--- src/rtl/uart_event_pkg.sv ---
// Shared event-byte definitions for the host UART event link.
package uart_event_pkg;

  typedef logic [7:0] event_byte_t;

  // End-of-period marker; press bytes may never take this value.
  localparam event_byte_t SYNC_MARKER = 8'hFF;

  // True when a press byte collides with the reserved sync marker.
  function automatic logic is_reserved(input event_byte_t b);
    return (b == SYNC_MARKER);
  endfunction

endpackage

--- src/rtl/event_fifo.sv ---
// Synchronous power-of-two FIFO holding queued press bytes.
module event_fifo
  import uart_event_pkg::*;
#(
  parameter int unsigned DEPTH = 8
) (
  input  logic                         clk,
  input  logic                         rstn,
  input  logic                         push,
  input  event_byte_t                  push_data,
  input  logic                         pop,
  output event_byte_t                  head_c,
  output logic                         full,
  output logic                         empty,
  output logic [$clog2(DEPTH+1)-1:0]   level
);

  localparam int unsigned AW = $clog2(DEPTH);
  localparam int unsigned LW = $clog2(DEPTH + 1);

  event_byte_t   mem [DEPTH];
  logic [AW-1:0] wr_ptr;
  logic [AW-1:0] rd_ptr;
  logic          do_push_c;
  logic          do_pop_c;
  logic [LW-1:0] level_next_c;

  // Guard push/pop against full/empty and compute the next occupancy.
  always_comb begin
    do_push_c    = 1'b0;
    do_pop_c     = 1'b0;
    level_next_c = level;
    do_pop_c     = pop && !empty;
    do_push_c    = push && (!full || do_pop_c);
    case ({do_push_c, do_pop_c})
      2'b10:   level_next_c = level + LW'(1);
      2'b01:   level_next_c = level - LW'(1);
      default: level_next_c = level;
    endcase
  end

  // Storage array; contents need no reset since level gates every read.
  always_ff @(posedge clk) begin
    if (do_push_c) begin
      mem[wr_ptr] <= push_data;
    end
  end

  // Pointers and registered occupancy flags.
  always_ff @(posedge clk or negedge rstn) begin
    if (!rstn) begin
      wr_ptr <= '0;
      rd_ptr <= '0;
      level  <= '0;
      full   <= 1'b0;
      empty  <= 1'b1;
    end else begin
      if (do_push_c) wr_ptr <= wr_ptr + AW'(1);
      if (do_pop_c)  rd_ptr <= rd_ptr + AW'(1);
      level <= level_next_c;
      full  <= (level_next_c == LW'(DEPTH));
      empty <= (level_next_c == LW'(0));
    end
  end

  assign head_c = mem[rd_ptr];

endmodule

--- src/rtl/uart_event_queue.sv ---
// Queues press bytes and sync markers and hands them to uart_tx one at a time.
module uart_event_queue
  import uart_event_pkg::*;
#(
  parameter int unsigned DEPTH     = 8,
  parameter int unsigned NUM_BEATS = 16
) (
  input  logic                             clk,
  input  logic                             rstn,
  input  logic                             press_event,
  input  logic [7:0]                       press_data,
  input  logic [$clog2(NUM_BEATS)-1:0]     beat_count,
  output logic [7:0]                       tx_data,
  output logic                             tx_valid,
  input  logic                             tx_ready,
  output logic [$clog2(DEPTH+1)-1:0]       level,
  output logic [7:0]                       drop_count,
  output logic                             overflow
);

  localparam int unsigned BW = $clog2(NUM_BEATS);

  logic [BW-1:0] beat_prev;
  logic          sync_pending;
  logic          fifo_full;
  logic          fifo_empty;
  event_byte_t   fifo_head_c;

  logic          wrap_c;
  logic          load_c;
  logic          take_sync_c;
  logic          pop_c;
  logic          push_c;
  logic          drop_c;

  // Arbitration: sync beats the FIFO head; a pop frees room for a same-cycle push.
  always_comb begin
    wrap_c      = 1'b0;
    load_c      = 1'b0;
    take_sync_c = 1'b0;
    pop_c       = 1'b0;
    push_c      = 1'b0;
    drop_c      = 1'b0;
    wrap_c      = (beat_count == BW'(0)) && (beat_prev == BW'(NUM_BEATS - 1));
    load_c      = !tx_valid || tx_ready;
    take_sync_c = load_c && sync_pending;
    pop_c       = load_c && !sync_pending && !fifo_empty;
    push_c      = press_event && !is_reserved(press_data) && (!fifo_full || pop_c);
    drop_c      = press_event && !push_c;
  end

  event_fifo #(
    .DEPTH (DEPTH)
  ) u_fifo (
    .clk       (clk),
    .rstn      (rstn),
    .push      (push_c),
    .push_data (press_data),
    .pop       (pop_c),
    .head_c    (fifo_head_c),
    .full      (fifo_full),
    .empty     (fifo_empty),
    .level     (level)
  );

  // Beat history and pending-sync flag; a new wrap re-arms even while one is consumed.
  always_ff @(posedge clk or negedge rstn) begin
    if (!rstn) begin
      beat_prev    <= '0;
      sync_pending <= 1'b0;
    end else begin
      beat_prev <= beat_count;
      if (wrap_c) begin
        sync_pending <= 1'b1;
      end else if (take_sync_c) begin
        sync_pending <= 1'b0;
      end
    end
  end

  // Output register; holds its byte while uart_tx stalls.
  always_ff @(posedge clk or negedge rstn) begin
    if (!rstn) begin
      tx_data  <= 8'h00;
      tx_valid <= 1'b0;
    end else if (load_c) begin
      if (sync_pending) begin
        tx_data  <= SYNC_MARKER;
        tx_valid <= 1'b1;
      end else if (!fifo_empty) begin
        tx_data  <= fifo_head_c;
        tx_valid <= 1'b1;
      end else begin
        tx_valid <= 1'b0;
      end
    end
  end

  // Loss accounting: saturating drop counter and sticky overflow flag.
  always_ff @(posedge clk or negedge rstn) begin
    if (!rstn) begin
      drop_count <= 8'h00;
      overflow   <= 1'b0;
    end else if (drop_c) begin
      overflow <= 1'b1;
      if (drop_count != 8'hFF) begin
        drop_count <= drop_count + 8'd1;
      end
    end
  end

endmodule

--- config.mk ---
export PLATFORM = sky130hd
export DESIGN_NAME = uart_event_queue
export DESIGN_NICKNAME = d
export VERILOG_FILES = /design/src/rtl/uart_event_pkg.sv /design/src/rtl/event_fifo.sv /design/src/rtl/uart_event_queue.sv
export SDC_FILE = /design/constraint.sdc
export NUM_CORES = 1
export LEC_CHECK = 0
export ABC_AREA = 1
export CELL_PAD_IN_SITES_DETAIL_PLACEMENT = 2
export CELL_PAD_IN_SITES_GLOBAL_PLACEMENT = 2
export CORE_ASPECT_RATIO = 0.8
export CORE_UTILIZATION = 38
export CTS_BUF_LIST = sky130_fd_sc_hd__clkbuf_4 sky130_fd_sc_hd__clkbuf_8 sky130_fd_sc_hd__clkbuf_16
export DETAILED_ROUTE_END_ITERATION = 12
export GPL_ROUTABILITY_DRIVEN = 0
export HOLD_SLACK_MARGIN = 0.02
export PLACE_DENSITY_LB_ADDON = 0.1
export SETUP_SLACK_MARGIN = 0.05
export SYNTH_ARGS = -nofsm -noshare
export SYNTH_HDL_FRONTEND = slang
export SYNTH_SLANG_ARGS = --single-unit
--- constraint.sdc ---
create_clock -name clk -period 2.34 [get_ports clk]
set_input_delay 0.585 -clock clk [delete_from_list [all_inputs] [get_ports clk]]
set_output_delay 0.585 -clock clk [all_outputs]
set_load 0.02 [all_outputs]
* After elaboration in Yosys (flattened, before gate mapping)
Memories as Yosys holds them, arrays and structs flattened. Index checks and enable logic that the tools add are counted.
Storage, ports and cells: input bits 16, memories 1, bits in latches 0, bits in registers 35, memory bits (writable) 64, output and inout port bits 22, ROM bits 0, logic and storage cells 56
Memory list:
- u_fifo.mem | depth 8, width 8, read ports 1, clocked after Yosys merged registers in 0, write ports 1, line event_fifo.sv:21 | event_byte_t mem [DEPTH];
Operators by class: mux-type cells 9, bitwise gates (word level) 0, eq/ne operators 7, $add $sub $neg 5, $mul 0, div/mod/pow operators 0, shift-type cells 0, order comparisons 0, reduce and logical (&&, ||, !) cells 23
Operator list (number):
- $mux W8 | 2
- $logic_and A1 B1 Y1 | 9
- $add A8 B1 Y8 const B | 1
- $eq A4 B4 Y1 const B | 2
- $eq A8 B8 Y1 const B | 1
- $logic_not A4 Y1 | 2
- $ne A8 B8 Y1 const B | 1
- $pmux W4 S2 | 1
- $add A3 B1 Y3 const B | 2
- $logic_not A1 Y1 | 6
- $mux W1 | 6
- $add A4 B1 Y4 const B | 1
- $reduce_and A2 Y1 | 2
- $sub A4 B1 Y4 const B | 1
- $logic_or A1 B1 Y1 | 3
- $eq A2 B1 Y1 const B | 1
- $eq A2 B2 Y1 const B | 1
- $ne A2 B2 Y1 const B | 1
- $reduce_bool A2 Y1 | 1

* Depth between registers and ports, before layout
Gate-level depths: netlist (run 1).
depth in word-level cells 10, depth in mapped cells 15, depth with buffers taken out 15

* By module
Synthesis (run 1) repeated with hierarchy kept, for this count alone.
Unflattened totals: cells, all modules 394, area, all modules 4307.9 sq um
By module, submodules not included:
- event_fifo | cells each 264, sequential area each 2223.4 sq um, area an instance 3170.5 sq um, instances 1
- uart_event_queue | cells each 130, sequential area each 575.6 sq um, area an instance 1137.3 sq um, instances 1

* Worst setup path before layout (run 1)
No wires, ideal clock.
path kind input to register, from input port tx_ready, to register u_fifo.full, stages 15, data required time 2223 ps, setup time 117 ps, slack 161 ps, data arrival time 2061 ps, path buffers 1, path through inv_1 nand2_2 nand3_2 inv_1 buf_2 ha_1 nand2_1 inv_1 nor2_2 ha_1 a21oi_1 xnor2_1 nand2_1 nand3_1 nor2_1
On the way: cells in the longest elaborated chain, start to end 9, elaborated cells between the ends (all ways) 12, those cells by class eq/ne: 3; mux: 1; reduce/logical: 8
RTL lines:
- start: declaration | line uart_event_queue.sv:15 | input logic tx_ready,
- $logic_or A1 B1 Y1 * | line uart_event_queue.sv:45 | load_c = !tx_valid || tx_ready;
- $logic_and A1 B1 Y1 * (2 in a row) | line uart_event_queue.sv:47 | pop_c = load_c && !sync_pending && !fifo_empty;
- $logic_and A1 B1 Y1 * | line event_fifo.sv:33 | do_pop_c = pop && !empty;
- net u_fifo.do_pop_c | line event_fifo.sv:25 | logic do_pop_c;
- $logic_or A1 B1 Y1 | line event_fifo.sv:34 | do_push_c = push && (!full || do_pop_c);
- $logic_and A1 B1 Y1 | line event_fifo.sv:34
- $eq A2 B1 Y1 or $eq A2 B2 Y1 (tied branches) | line event_fifo.sv:35 | case ({do_push_c, do_pop_c})
- $pmux W4 S2 * | line event_fifo.sv:35
- $eq A4 B4 Y1 * | line event_fifo.sv:61 | full <= (level_next_c == LW'(DEPTH));
- end signal: assignment | line event_fifo.sv:61
- end: declaration | line event_fifo.sv:13 | output logic full,
Mark *: on every way through the listed nets, which the timed path passes. The rest lies on a longest branch. A chain may end at the register's enable or synchronous reset.

* Worst setup path after layout (run 1)
from input port press_event, to register u_fifo.full
On the way: cells in the longest elaborated chain, start to end 6, elaborated cells between the ends (all ways) 7, those cells by class eq/ne: 3; mux: 1; reduce/logical: 3
RTL lines:
- start: declaration | line uart_event_queue.sv:10 | input logic press_event,
- $logic_and A1 B1 Y1 * (2 in a row) | line uart_event_queue.sv:48 | push_c = press_event && !is_reserved(press_data) && (!fifo_full || pop_c);
- $logic_and A1 B1 Y1 * | line event_fifo.sv:34
- $eq A2 B1 Y1 or $eq A2 B2 Y1 (tied branches) | line event_fifo.sv:35
- $pmux W4 S2 * | line event_fifo.sv:35
- $eq A4 B4 Y1 * | line event_fifo.sv:61
Mark *: on every way between the ends. The rest lies on a longest branch, timed or not.

==> results of run 1 <==
[repair_timing]
item | CTS | global route
pin swaps | 15 | 9
setup endpoints to repair | 4 | 4
buffers inserted | 5 | 5
resized for setup | 34 | 9
gates cloned | 0 | 0
[power breakdown]
| part | internal (mW) | switching (mW) | leakage [nW] | total, mW |
|---|---|---|---|---|
| Combinational | 1.08 | 1.78 | 1.06 | 2.86 |
| Sequential | 2.25 | 0.318 | 1.00 | 2.57 |
| Clock | 0.852 | 0.678 | 0.151 | 1.53 |
[path summary, 6_finish.rpt]
path | startpoint | endpoint | slack (ns) | cells after the start
worst max-delay path | press_event | u_fifo.full | 0.11 | 11
worst min-delay path | rstn | beat_prev[1] | 0.34 | 1
worst max register to register | u_fifo.empty | u_fifo.full | 0.15 | 14
worst min register to register | overflow | overflow | 0.49 | 1
max in group asynchronous | rstn | u_fifo.wr_ptr[2] | 1.46 | 1
min in group clk | overflow | overflow | 0.49 | 1
[layer usage]
metal / vias up / GRT usage [%] / wire length (um)
li1: 1421 / - / -
met1: 1647 / 29.7 / 5520
met2: 64 / 43.4 / 7060
met3: 21 / 5.04 / 413
met4: 0 / 8.13 / 306
met5: - / 0 / 0
[cell usage in the layout (no fill, tap or decap), types with 4 or more instances in the layout]
| cell type | instances |
|---|---|
| sky130_fd_sc_hd__o21ai_1 | 7 |
| sky130_fd_sc_hd__dlygate4sd2_1 | 5 |
| sky130_fd_sc_hd__xor2_1 | 6 |
| sky130_fd_sc_hd__clkdlybuf4s50_1 | 27 |
| sky130_fd_sc_hd__nand3_1 | 60 |
| sky130_fd_sc_hd__dlymetal6s2s_1 | 4 |
| sky130_fd_sc_hd__dfrtp_1 | 34 |
| sky130_fd_sc_hd__xnor2_1 | 5 |
| sky130_fd_sc_hd__nand2_2 | 7 |
| sky130_fd_sc_hd__nor2_1 | 11 |
| sky130_fd_sc_hd__o21ai_2 | 4 |
| sky130_fd_sc_hd__clkbuf_16 | 9 |
| sky130_fd_sc_hd__buf_4 | 36 |
| sky130_fd_sc_hd__inv_1 | 25 |
| sky130_fd_sc_hd__clkinv_4 | 4 |
| sky130_fd_sc_hd__nand4_1 | 5 |
| sky130_fd_sc_hd__o21ai_0 | 7 |
| sky130_fd_sc_hd__edfxtp_1 | 64 |
| sky130_fd_sc_hd__nand3_2 | 5 |
| sky130_fd_sc_hd__nor2_4 | 4 |
| sky130_fd_sc_hd__nand2_1 | 95 |
[registers in the layout, indices dropped and copies added (netlist names)]
signal / flops
beat_prev: 4
drop_count: 8
overflow: 1
sync_pending: 1
tx_data: 8
tx_valid: 1
u_fifo.empty: 1
u_fifo.full: 1
u_fifo.level: 4
u_fifo.mem: 64
u_fifo.rd_ptr: 3
u_fifo.wr_ptr: 3
[cell families after synthesis]
group | after synthesis | synth area share (%)
compound gates | 21 | 2.92
simple gates | 199 | 21.7
buf+inv | 42 | 4.38
fa+ha+maj | 6 | 1.79
xor+xnor | 12 | 2.51
flops | 99 | 66.7
[layout make-up]
type	count	area [um^2]
Clock buffer	10	233
Clock inverter	6	73.8
Fill cell	1059	5090
Inverter	29	111
Multi-Input combinational cell	238	1350
Sequential cell	99	2800
Tap cell	140	175
Timing Repair Buffer	74	651
[worst register-to-register path, delay by kind of cell, from the launching register on]
kind            cells  cell delay, ns
xor+xnor            1            0.17
flops               1            0.53
buf+inv             2            0.15
simple gates        8            0.71
compound gates      1            0.18
fa+ha+maj           2            0.35
==> qor.log, run 1 <==
[synthesis] average instance area after synthesis 11.1 um^2
[sta] RSZ-0062 raised after global routing false
[route] Post-route DRC 0
[layout] ratio of cells with drive above 1 in the final layout 20.2%
[clock_tree] clock network latency to the later pin of the worst-skew pair 0.35 ns
[global_route] Tot GR Track Use 24.3%
[power] Final Total Pwr 6.96 mW
[clock_tree] count of hold buffers inserted by post-cts repair 0
[sta] total of endpoints with negative setup slack in the final report 0
[synthesis] number of standard cells after synthesis 379
[sta] pins over their slew limit 0
[synthesis] Synth Cell Area 4200 um^2
[layout] ANT cells 0
[route] WL/cell 22.3 um
[place] number of input and output port buffers inserted 37
[route] number of nets with antenna violations after detailed routing 0
[sta] headroom to the max-slew limit 42.7%
[sta] slew at the pin with the worst max-slew slack 0.859 ns
[run] max-cap violation count 0
[status] status completed
[route] average vias per placed instance 5.29
[power] pwr dens 1290 nW/um^2
[worst_setup_path] Crit path required time 2.59 ns
[global_route] via count of the first global-routing pass 3,432
[sta] Max Clock Freq 448 MHz
[synthesis] FFs w/ async S/R, synth 35.4%
[synthesis] yosys synthesis warning count 0
[sta] Worst Setup Slack, final 0.108 ns
[clock_tree] CTS tree built
[layout] count of nets after finishing 473
[global_route] first-pass GRT wire length 19,900 um
[place] count of placed standard cells including taps 570
[route] Total Wirelength 13,300 um
[die] Die Y 96.0 um
[route] Pre-antenna DRT Iters 4
[worst_setup_path] crit path cell chain clkdlybuf4s50_1, nand3_4, ha_4, nor2_4, nor2_4, ha_4, a21oi_4, xnor2_2, nand2_1, nand3_2, nor2_2
[worst_setup_path] delay contributed by the slowest stage of the critical path 0.55 ns
[synthesis] leading post-synthesis cells by cell area sky130_fd_sc_hd__edfxtp_1 (46%), sky130_fd_sc_hd__dfrtp_1 (20%), sky130_fd_sc_hd__nand2_1 (9.1%)
[synthesis] Net Count, Synth 401
[die] x dimension of the die 119 um
[worst_setup_path] Data arrival, critical path 2.48 ns
[power] leakage power 2.21 nW
[sta] Setup TNS Final 0 ns
[worst_hold_path] min-delay worst type in2async
[route] iteration-0 DRC count of the detailed router 135
[place] final HPWL from detailed placement 8120 um
[synthesis] dominant cell type by area after synthesis sky130_fd_sc_hd__edfxtp_1
[layout] Final Instance Count excl. Fillers 596
[worst_setup_path] Crit Path Max Fanout 4
[worst_setup_path] CP bufs+invs 1
[power] worst supply voltage drop on vdd 0.538 mV
[worst_setup_path] crit path launch type primary input
[global_route] GRT Residual Overflow 0
[sta] post-layout min period 2.23 ns
[clock_tree] H-tree Lvls 3
[die] starting utilization of the core area 40.0%
[layout] Final Util 51.5%
[worst_setup_path] type of destination of the critical path flop
[die] overall die area 11,500 um^2
[layout] area added between synthesis and finish 28.6%
[layout] Final Instance Area 5400 um^2
[synthesis] most used standard cells in the synthesized netlist sky130_fd_sc_hd__nand2_1 (102), sky130_fd_sc_hd__edfxtp_1 (64), sky130_fd_sc_hd__nand3_1 (63), sky130_fd_sc_hd__dfrtp_1 (34), sky130_fd_sc_hd__inv_1 (26)
[global_route] initial antenna violation count 0
[sta] final hold viol count 0
[worst_setup_path] CP delay by family, top simple AND/OR/NAND/NOR gates
[die] number of ports placed on the die boundary 38
[die] core area 10,500 um^2
[synthesis] most used flip-flop cell after synthesis sky130_fd_sc_hd__edfxtp_1
[synthesis] area share of the leading cell type in the synthesized netlist 45.8%
[place] Post-Place Cell Area 4860 um^2
[route] via count 3,153
[clock_tree] post-CTS clock slew at the launch and capture registers of the worst setup and hold paths 0.07 ns
[synthesis] number of enable flip-flop cells after synthesis 64
[synthesis] synthesized flop and latch total 99
[global_route] largest net degree at the start of global routing 36
[place] pre-CTS worst setup slack -0.682 ns
[clock_tree] clock tree sinks 99
[synthesis] proportion of synthesized chip area in sequential cells 66.7%
[sta] final worst hold slack 0.339 ns
[sta] final worst path period share 95.4%
[sta] skew final 0.00840 ns
[clock_tree] number of CTS-inserted buffers 9
[synthesis] top-count cell post-synth sky130_fd_sc_hd__nand2_1
[die] number of cell rows 33
[synthesis] count of unique library cells instantiated by Yosys 27
[worst_setup_path] start-to-end type of the worst setup path in2reg
[clock_tree] Root Driver sky130_fd_sc_hd__clkbuf_16
[worst_setup_path] critical path's slowest cell sky130_fd_sc_hd__clkdlybuf4s50_1
[clock_tree] clock buffer depth 2
Power figures use the tool's default switching activity.
==> inputs of run 2 (changes only) <==
CTS_CLUSTER_SIZE = 10   (was default)
MAX_ROUTING_LAYER = met4   (was default)
==> qor.log, run 2 (synthesis results as in run 1) <==
[route] average vias per placed instance 5.29 [about the same]
[power] worst supply voltage drop on vdd 0.535 mV [-0.66%]
[worst_setup_path] type of destination of the critical path output pin
[sta] final worst hold slack 0.335 ns [-0.00369 ns]
[power] net switching component of the power 2.77 mW [-0.13%]
[clock_tree] Root Driver sky130_fd_sc_hd__clkbuf_16
[sta] Max Clock Freq 451 MHz [+0.70%]
[worst_setup_path] CP bufs+invs 1 [unchanged]
[place] Post-Place Cell Area 4860 um^2 [unchanged]
[global_route] largest net degree at the start of global routing 36 [unchanged]
[power] pwr dens 1290 nW/um^2 [about the same]
[die] number of ports placed on the die boundary 38 [unchanged]
[die] starting utilization of the core area 40.0% [unchanged]
[worst_hold_path] min-delay worst type in2async
[sta] RSZ-0062 raised after global routing false
[sta] final hold viol count 0 [unchanged]
[sta] final worst path period share 94.7% [-0.66 points]
[power] part of the total power dissipated in sequential elements 37.0% [about the same]
[place] pre-CTS worst setup slack -0.682 ns [unchanged]
[worst_setup_path] crit path cell chain clkdlybuf4s50_1
[place] final HPWL from detailed placement 8120 um [unchanged]
[clock_tree] clock network latency to the later pin of the worst-skew pair 0.36 ns [about the same]
[layout] Final Util 51.5% [unchanged]
[global_route] GRT Residual Overflow 0 [unchanged]
[worst_setup_path] R2R Path End u_fifo.full
[clock_tree] H-tree Lvls 3 [unchanged]
[sta] pins over their slew limit 0 [unchanged]
[worst_setup_path] Worst Reg-to-Reg Cells 14 [unchanged]
[worst_setup_path] Critical R2R Launch u_fifo.empty
[layout] ratio of cells with drive above 1 in the final layout 20.2% [unchanged]
[layout] Final Instance Count excl. Fillers 596 [unchanged]
[status] status completed
[die] overall die area 11,500 um^2 [unchanged]
[route] iteration-0 DRC count of the detailed router 139 [+3.0%]
[die] x dimension of the die 119 um [unchanged]
[power] leakage power 2.21 nW [unchanged]
[sta] slew at the pin with the worst max-slew slack 0.852 ns [-0.00757 ns]
[worst_setup_path] start-to-end type of the worst setup path reg2out
[die] core area 10,500 um^2 [unchanged]
[sta] post-layout min period 2.22 ns [-0.0154 ns]
[layout] leading registers by flop count u_fifo.mem: 64 flops, drop_count: 8 flops, tx_data: 8 flops
[worst_setup_path] crit path launch type flop
[die] number of cell rows 33 [unchanged]
[clock_tree] count of hold buffers inserted by post-cts repair 0 [unchanged]
[power] Final Total Pwr 6.96 mW [about the same]
[route] via count 3,151 [-0.063%]
[clock_tree] post-CTS clock slew at the launch and capture registers of the worst setup and hold paths 0.07 ns [about the same]
[layout] Final Instance Area 5400 um^2 [unchanged]
[sta] headroom to the max-slew limit 43.2% [+0.50 points]
[power] fraction of power consumed by the clock network 22.0% [about the same]
[route] number of nets with antenna violations after detailed routing 0 [unchanged]
[global_route] initial antenna violation count 0 [unchanged]
[worst_setup_path] Crit path required time 1.75 ns [-0.84 ns]
[route] Post-route DRC 0 [unchanged]
[run] max-cap violation count 0 [unchanged]
[place] number of input and output port buffers inserted 37 [unchanged]
[global_route] via count of the first global-routing pass 3,421 [-0.32%]
[worst_setup_path] slack of the worst reg-to-reg path 0.17 ns [+0.02 ns]
[layout] top library cells by usage in the layout, fill and taps aside sky130_fd_sc_hd__nand2_1 (95), sky130_fd_sc_hd__edfxtp_1 (64), sky130_fd_sc_hd__nand3_1 (60)
[route] WL/cell 22.2 um [-0.25%]
[worst_setup_path] delay contributed by the slowest stage of the critical path 0.68 ns [+0.13 ns]
[die] Die Y 96.0 um [unchanged]
[power] fraction of power spent switching nets 39.8% [about the same]
[sta] skew final 0.00933 ns [+0.000932 ns]
[worst_setup_path] critical path's slowest cell sky130_fd_sc_hd__clkdlybuf4s50_1
[sta] total of endpoints with negative setup slack in the final report 0 [unchanged]
[place] count of placed standard cells including taps 570 [unchanged]
[layout] area added between synthesis and finish 28.6% [unchanged]
[layout] flip-flop count of the largest register, all copies and words added 64 [unchanged]
[global_route] Tot GR Track Use 25.1% [+0.72 points]
[route] Total Wirelength 13,300 um [-0.25%]
[layout] register name with the most flops u_fifo.mem
[clock_tree] clock tree sinks 99 [unchanged]
[layout] ANT cells 0 [unchanged]
[power] combinational group share of total power 41.0% [about the same]
[clock_tree] CTS tree built
[sta] Setup TNS Final 0 ns [unchanged]
[worst_setup_path] Data arrival, critical path 1.63 ns [-0.85 ns]
[clock_tree] clock buffer depth 2 [unchanged]
[worst_setup_path] Crit Path Max Fanout 5 [+1]
[clock_tree] number of CTS-inserted buffers 9 [unchanged]
[global_route] first-pass GRT wire length 19,800 um [-0.21%]
[layout] most common cell after layout, fill and taps aside sky130_fd_sc_hd__nand2_1
[sta] Worst Setup Slack, final 0.124 ns [+0.0154 ns]
[worst_setup_path] CP delay by family, top buffers and inverters
[route] Pre-antenna DRT Iters 4 [unchanged]
[power] Int Power 4.19 mW [about the same]
[layout] count of nets after finishing 473 [unchanged]
## run 2: cell counts in the layout (fill, tap and decap cells not counted)
Identical to the previous run, type by type.
## run 2: cell type report
type                       instances  area (um^2)
clock buffer                      10          233
tap                              140          175
inverter                          29          111
multi-input combinational        238         1350
timing repair buffer              74          651
fill                            1059         5090
clock inverter                     6         73.8
sequential                        99         2800
## run 2: worst max-delay path by stage
stage	slack (ns)	start	end	cells past startpoint
after floorplan	0.16	tx_ready	u_fifo.full	15
after global placement	-0.44	press_data[1]	u_fifo.full	15
after detailed placement	-0.68	press_data[1]	u_fifo.empty	15
after CTS	0.07	press_data[6]	u_fifo.full	15
after global routing	0.06	press_event	u_fifo.empty	12
final	0.12	u_fifo.level[1]	level[1]	1
## run 2: power by group through the flow
stage,sequential (mW),clock (mW),combinational [mW]
after floorplan,2.64,0,1.32
after global placement,2.55,0,2.32
after detailed placement,2.57,0,2.47
after CTS,2.56,1.57,2.70
after global routing,2.61,1.62,3.10
final,2.57,1.53,2.85
## run 2: metal layers
metal	routed length (um)	vias to the layer above	track usage [%]
met5	0	-	-
li1	-	1418	-
met3	540	22	4.32
met1	5380	1632	29.6
met2	7030	79	43.5
met4	303	0	9.38
## run 2: repair_timing
item,CTS,global route
endpoints found under the hold margin,0,0
gates cloned,0,0
buffers inserted,5,5
resized for setup,34,9
endpoints found under the setup margin,4,4
pin swaps,15,9
==> inputs of run 3 (changes only) <==
CORE_UTILIZATION = 41   (was 38)
clock period = 2.7 ns   (was 2.34 ns; I/O delays follow)
==> qor.log, run 3 (synthesis results as in run 1) <==
[die] starting utilization of the core area 42.8% [+2.8 points]
[layout] top library cells by usage in the layout, fill and taps aside sky130_fd_sc_hd__nand2_1 (100), sky130_fd_sc_hd__edfxtp_1 (64), sky130_fd_sc_hd__nand3_1 (61)
[route] Pre-antenna DRT Iters 4 [unchanged]
[die] number of cell rows 32 [-3.0%]
[worst_setup_path] Crit path required time 2.98 ns [+1.23 ns]
[worst_setup_path] crit path launch type primary input
[route] WL/cell 22.9 um [+3.0%]
[worst_hold_path] min-delay worst type in2async
[worst_setup_path] type of destination of the critical path flop
[layout] leading registers by flop count u_fifo.mem: 64 flops, drop_count: 8 flops, tx_data: 8 flops
[layout] flip-flop count of the largest register, all copies and words added 64 [unchanged]
[global_route] via count of the first global-routing pass 3,542 [+3.5%]
[sta] headroom to the max-slew limit 43.6% [+0.38 points]
[layout] count of nets after finishing 464 [-1.9%]
[die] x dimension of the die 115 um [-3.7%]
[sta] final worst path period share 93.0%
[global_route] first-pass GRT wire length 20,300 um [+2.3%]
[clock_tree] clock tree sinks 99 [unchanged]
[global_route] initial antenna violation count 0 [unchanged]
[worst_setup_path] crit path cell chain clkdlybuf4s50_1, nand2_1, nor2_2, nand2_2, nand3_4, ha_4, nand2_1, inv_1, nor2_2, ha_1, nand2_1, nand2_1, nor2_2, nand3_2, nor2_2
[route] Post-route DRC 0 [unchanged]
[layout] area added between synthesis and finish 24.7%
[layout] most common cell after layout, fill and taps aside sky130_fd_sc_hd__nand2_1
[power] Final Total Pwr 5.80 mW [-17%]
[route] via count 3,111 [-1.3%]
[global_route] GRT Residual Overflow 0 [unchanged]
[clock_tree] clock network latency to the later pin of the worst-skew pair 0.35 ns [about the same]
[route] average vias per placed instance 5.34 [+0.93%]
[sta] Setup TNS Final 0 ns [unchanged]
[layout] ratio of cells with drive above 1 in the final layout 16.1% [-4.1 points]
[clock_tree] count of hold buffers inserted by post-cts repair 0 [unchanged]
[sta] skew final 0.00755 ns [-0.00178 ns]
[power] worst supply voltage drop on vdd 0.449 mV [-16%]
[route] iteration-0 DRC count of the detailed router 190 [+37%]
[worst_setup_path] critical path's slowest cell sky130_fd_sc_hd__clkdlybuf4s50_1
[layout] ANT cells 0 [unchanged]
[worst_setup_path] Data arrival, critical path 2.79 ns [+1.16 ns]
[layout] register name with the most flops u_fifo.mem
[worst_setup_path] delay contributed by the slowest stage of the critical path 0.51 ns [-0.17 ns]
[die] overall die area 10,600 um^2 [-7.2%]
[global_route] largest net degree at the start of global routing 36 [unchanged]
[global_route] Tot GR Track Use 27.4% [+2.4 points]
[power] pwr dens 1110 nW/um^2 [-14%]
[sta] final hold viol count 0 [unchanged]
[route] number of nets with antenna violations after detailed routing 0 [unchanged]
[die] number of ports placed on the die boundary 38 [unchanged]
[sta] pins over their slew limit 0 [unchanged]
[worst_setup_path] Crit Path Max Fanout 4 [-1]
[status] status completed
[place] number of input and output port buffers inserted 37 [unchanged]
[place] final HPWL from detailed placement 8520 um [+5.0%]
[sta] post-layout min period 2.51 ns
[clock_tree] CTS tree built
[sta] slew at the pin with the worst max-slew slack 0.846 ns [-0.00565 ns]
[die] Die Y 92.5 um [-3.7%]
[sta] Max Clock Freq 398 MHz
[route] Total Wirelength 13,400 um [+0.74%]
[layout] filler cell count 1,019 [-3.8%]
[clock_tree] H-tree Lvls 3 [unchanged]
[worst_setup_path] start-to-end type of the worst setup path in2reg
[power] leakage power 2.11 nW [-4.3%]
[sta] final worst hold slack 0.433 ns [+0.0979 ns]
[clock_tree] number of CTS-inserted buffers 9 [unchanged]
[clock_tree] post-CTS clock slew at the launch and capture registers of the worst setup and hold paths 0.07 ns [about the same]
[clock_tree] Root Driver sky130_fd_sc_hd__clkbuf_16
[die] core area 9810 um^2 [-6.5%]
[sta] RSZ-0062 raised after global routing true
[sta] total of endpoints with negative setup slack in the final report 0 [unchanged]
[run] max-cap violation count 0 [unchanged]
[clock_tree] clock buffer depth 2 [unchanged]
-- run 3: repair_timing --
action                                  in CTS  in global routing
gates resized for setup                      3                 14
pin swaps                                    0                  5
setup buffers                                0                  1
endpoints found under the setup margin       2                  4
-- run 3: layer usage --
metal / global-route usage, % / wire length (um) / up-vias
li1: - / - / 1407
met3: 6.02 / 872 / 20
met1: 32.5 / 5070 / 1588
met2: 47.1 / 7190 / 96
met4: 7.79 / 227 / 0
met5: - / 0 / -
-- run 3: stage by stage --
stage	setup WS [ns]	util (%)	cells	cell area [um^2]
floorplan	0.431	-	379	4200
finish	0.188	53.3	583	5230
global route	0.0364	53.3	583	5230
global placement	-0.161	49.5	566	4860
CTS	0.0572	52.6	582	5160
detailed placement	-0.345	49.5	566	4860
-- run 3: layout make-up --
type	count	area, um^2	area share [%]
Clock buffer	10	233	4.45
Clock inverter	6	65.1	1.24
Inverter	29	109	2.08
Multi-Input combinational cell	238	1270	24.3
Sequential cell	99	2800	53.5
Tap cell	136	170	3.25
Timing Repair Buffer	65	582	11.1
-- run 3: final timing paths --
check                         startpoint  slack [ns]                to  depth (start not counted)
min                                 rstn        0.43      beat_prev[1]                          1
min reg2reg                   tx_data[5]        0.52        tx_data[5]                          2
max in group asynchronous           rstn        1.73  u_fifo.wr_ptr[0]                          1
min in group clk              tx_data[5]        0.52        tx_data[5]                          2
max                        press_data[2]        0.19       u_fifo.full                         15
max reg2reg                 u_fifo.empty        0.58      u_fifo.empty                         14
-- run 3: power breakdown --
part | internal (mW) | total (mW) | leakage, nW | switching [mW]
logic | 0.810 | 2.26 | 0.966 | 1.45
clock network | 0.731 | 1.30 | 0.146 | 0.572
registers | 1.95 | 2.23 | 1.00 | 0.277
-- run 3: critical path: cells and delay by family --
| kind | cells | cell delay [ns] |
|---|---|---|
| fa+ha+maj | 2 | 0.43 |
| simple gates | 11 | 1.08 |
| buf+inv | 2 | 0.60 |
==> edit, RTL diff (settings of run 1) <==
`DEPTH` is set to 8 in 2 places; all go to 16.
--- a/src/rtl/event_fifo.sv
+++ b/src/rtl/event_fifo.sv
@@ -4,3 +4,3 @@
 #(
-  parameter int unsigned DEPTH = 8
+  parameter int unsigned DEPTH = 16
 ) (
--- a/src/rtl/uart_event_queue.sv
+++ b/src/rtl/uart_event_queue.sv
@@ -4,3 +4,3 @@
 #(
-  parameter int unsigned DEPTH     = 8,
+  parameter int unsigned DEPTH     = 16,
   parameter int unsigned NUM_BEATS = 16
Ports: changed (resized level); port bits go from 38 to 39. The function was not compared with the original's and may differ.
==> edit against run 1 <==
Clock skew barely moved. Area after synthesis rose by 68%. Wire length rose by 66%. Final area rose by 63%. Highest routed layer unchanged. Die area rose by 66%. Sequential cell count rose by 67. Critical path depth rose by 3. Via count rose by 62%. Sequential power rose by 53%. Synthesized cell count rose by 71%. Power rose by 66%. Register-to-register slack got worse by 70 ps. Largest power group unchanged. Worst setup slack got worse by 32 ps. Fmax fell by 1.4%.
==> edit: results (changes against run 1) <==
| Metric | Value |
|---|---|
| Status | finished clean |
| Top flop regs | u_fifo.mem (128), drop_count (8), tx_data (8) |
| Post-synthesis sequential area ratio | 68.2% (+1.5 points) |
| Finished Layout Cells | 978 (+64%) |
| Count of plain and timing-repair buffers | 93 (+26%) |
| Layout cells sized above 1 | 17.8% (-2.4 points) |
| Seq. pwr | 3.94 mW (+53%) |
| Seq area share | 54.6% (+2.8 points) |
| Post-Synth Adder-Cell Area | 1.60% (-0.19 points) |
| Multi-input combinational cell count | 422 (+77%) |
| First-pass GRT wire length | 32800 um (+65%) |
| WL met2 | 10600 um (+51%) |
| DRT met1 WL | 10100 um (+83%) |
| Synth top area cells | edfxtp_1 55%, dfrtp_1 13%, nand2_1 11%, nand3_1 9.0%, ha_1 1.6% |
| Slowest CP cell | dfstp_2 |
| Critical path peak fanout | 3 (-1) |
| Final Cell Area | 0.00878 sq mm (+63%) |
| Setup WS post-layout | 76.0 ps (-32.1 ps) |
| GR Util met1 | 32.3% (+2.6 points) |
| DP Cell Count | 937 (+64%) |
| GR Util All Layers | 24.1% (-0.28 points) |
| Hold WS | 183 ps (-156 ps) |
| Post-CTS setup buffers | 6 (+1) |
| XOR/XNOR share of the synthesized area | 1.49% (-1.0 points) |
| Max IR drop VDD | 0.647 mV (+20%) |
| H-tree depth | 4 (+1) |
| Vias in the first global route | 5615 (+64%) |
| Total wire length | 22000 um (+66%) |
| Multi-input gate area | 0.00212 sq mm (+57%) |
| CP max stage delay | 530 ps (-20 ps) |
| Ys async rst share | 22.9% (-12 points) |
-- edit: cell types whose count changed in the layout (fill, tap and decap cells not counted), moves of 3 or more --
| cell | before | now |
|---|---|---|
| nand3_1 | 60 | 122 |
| nand2_1 | 95 | 205 |
| inv_6 | 1 | 5 |
| dlymetal6s2s_1 | 4 | 0 |
| o21ai_2 | 4 | 0 |
| ha_1 | 3 | 6 |
| edfxtp_1 | 64 | 128 |
| clkbuf_16 | 9 | 17 |
| buf_4 | 36 | 53 |
| nor2_1 | 11 | 21 |
| xor2_1 | 6 | 9 |
-- edit: worst register-to-register path: cells and delay by family (launching register included) --
| family | cells | cell delay, ps |
|---|---|---|
| simple gates | 9 | 940 |
| flops | 1 | 530 |
| fa+ha+maj | 2 | 400 |
| compound gates | 2 | 300 |
| buf+inv | 1 | 40 |
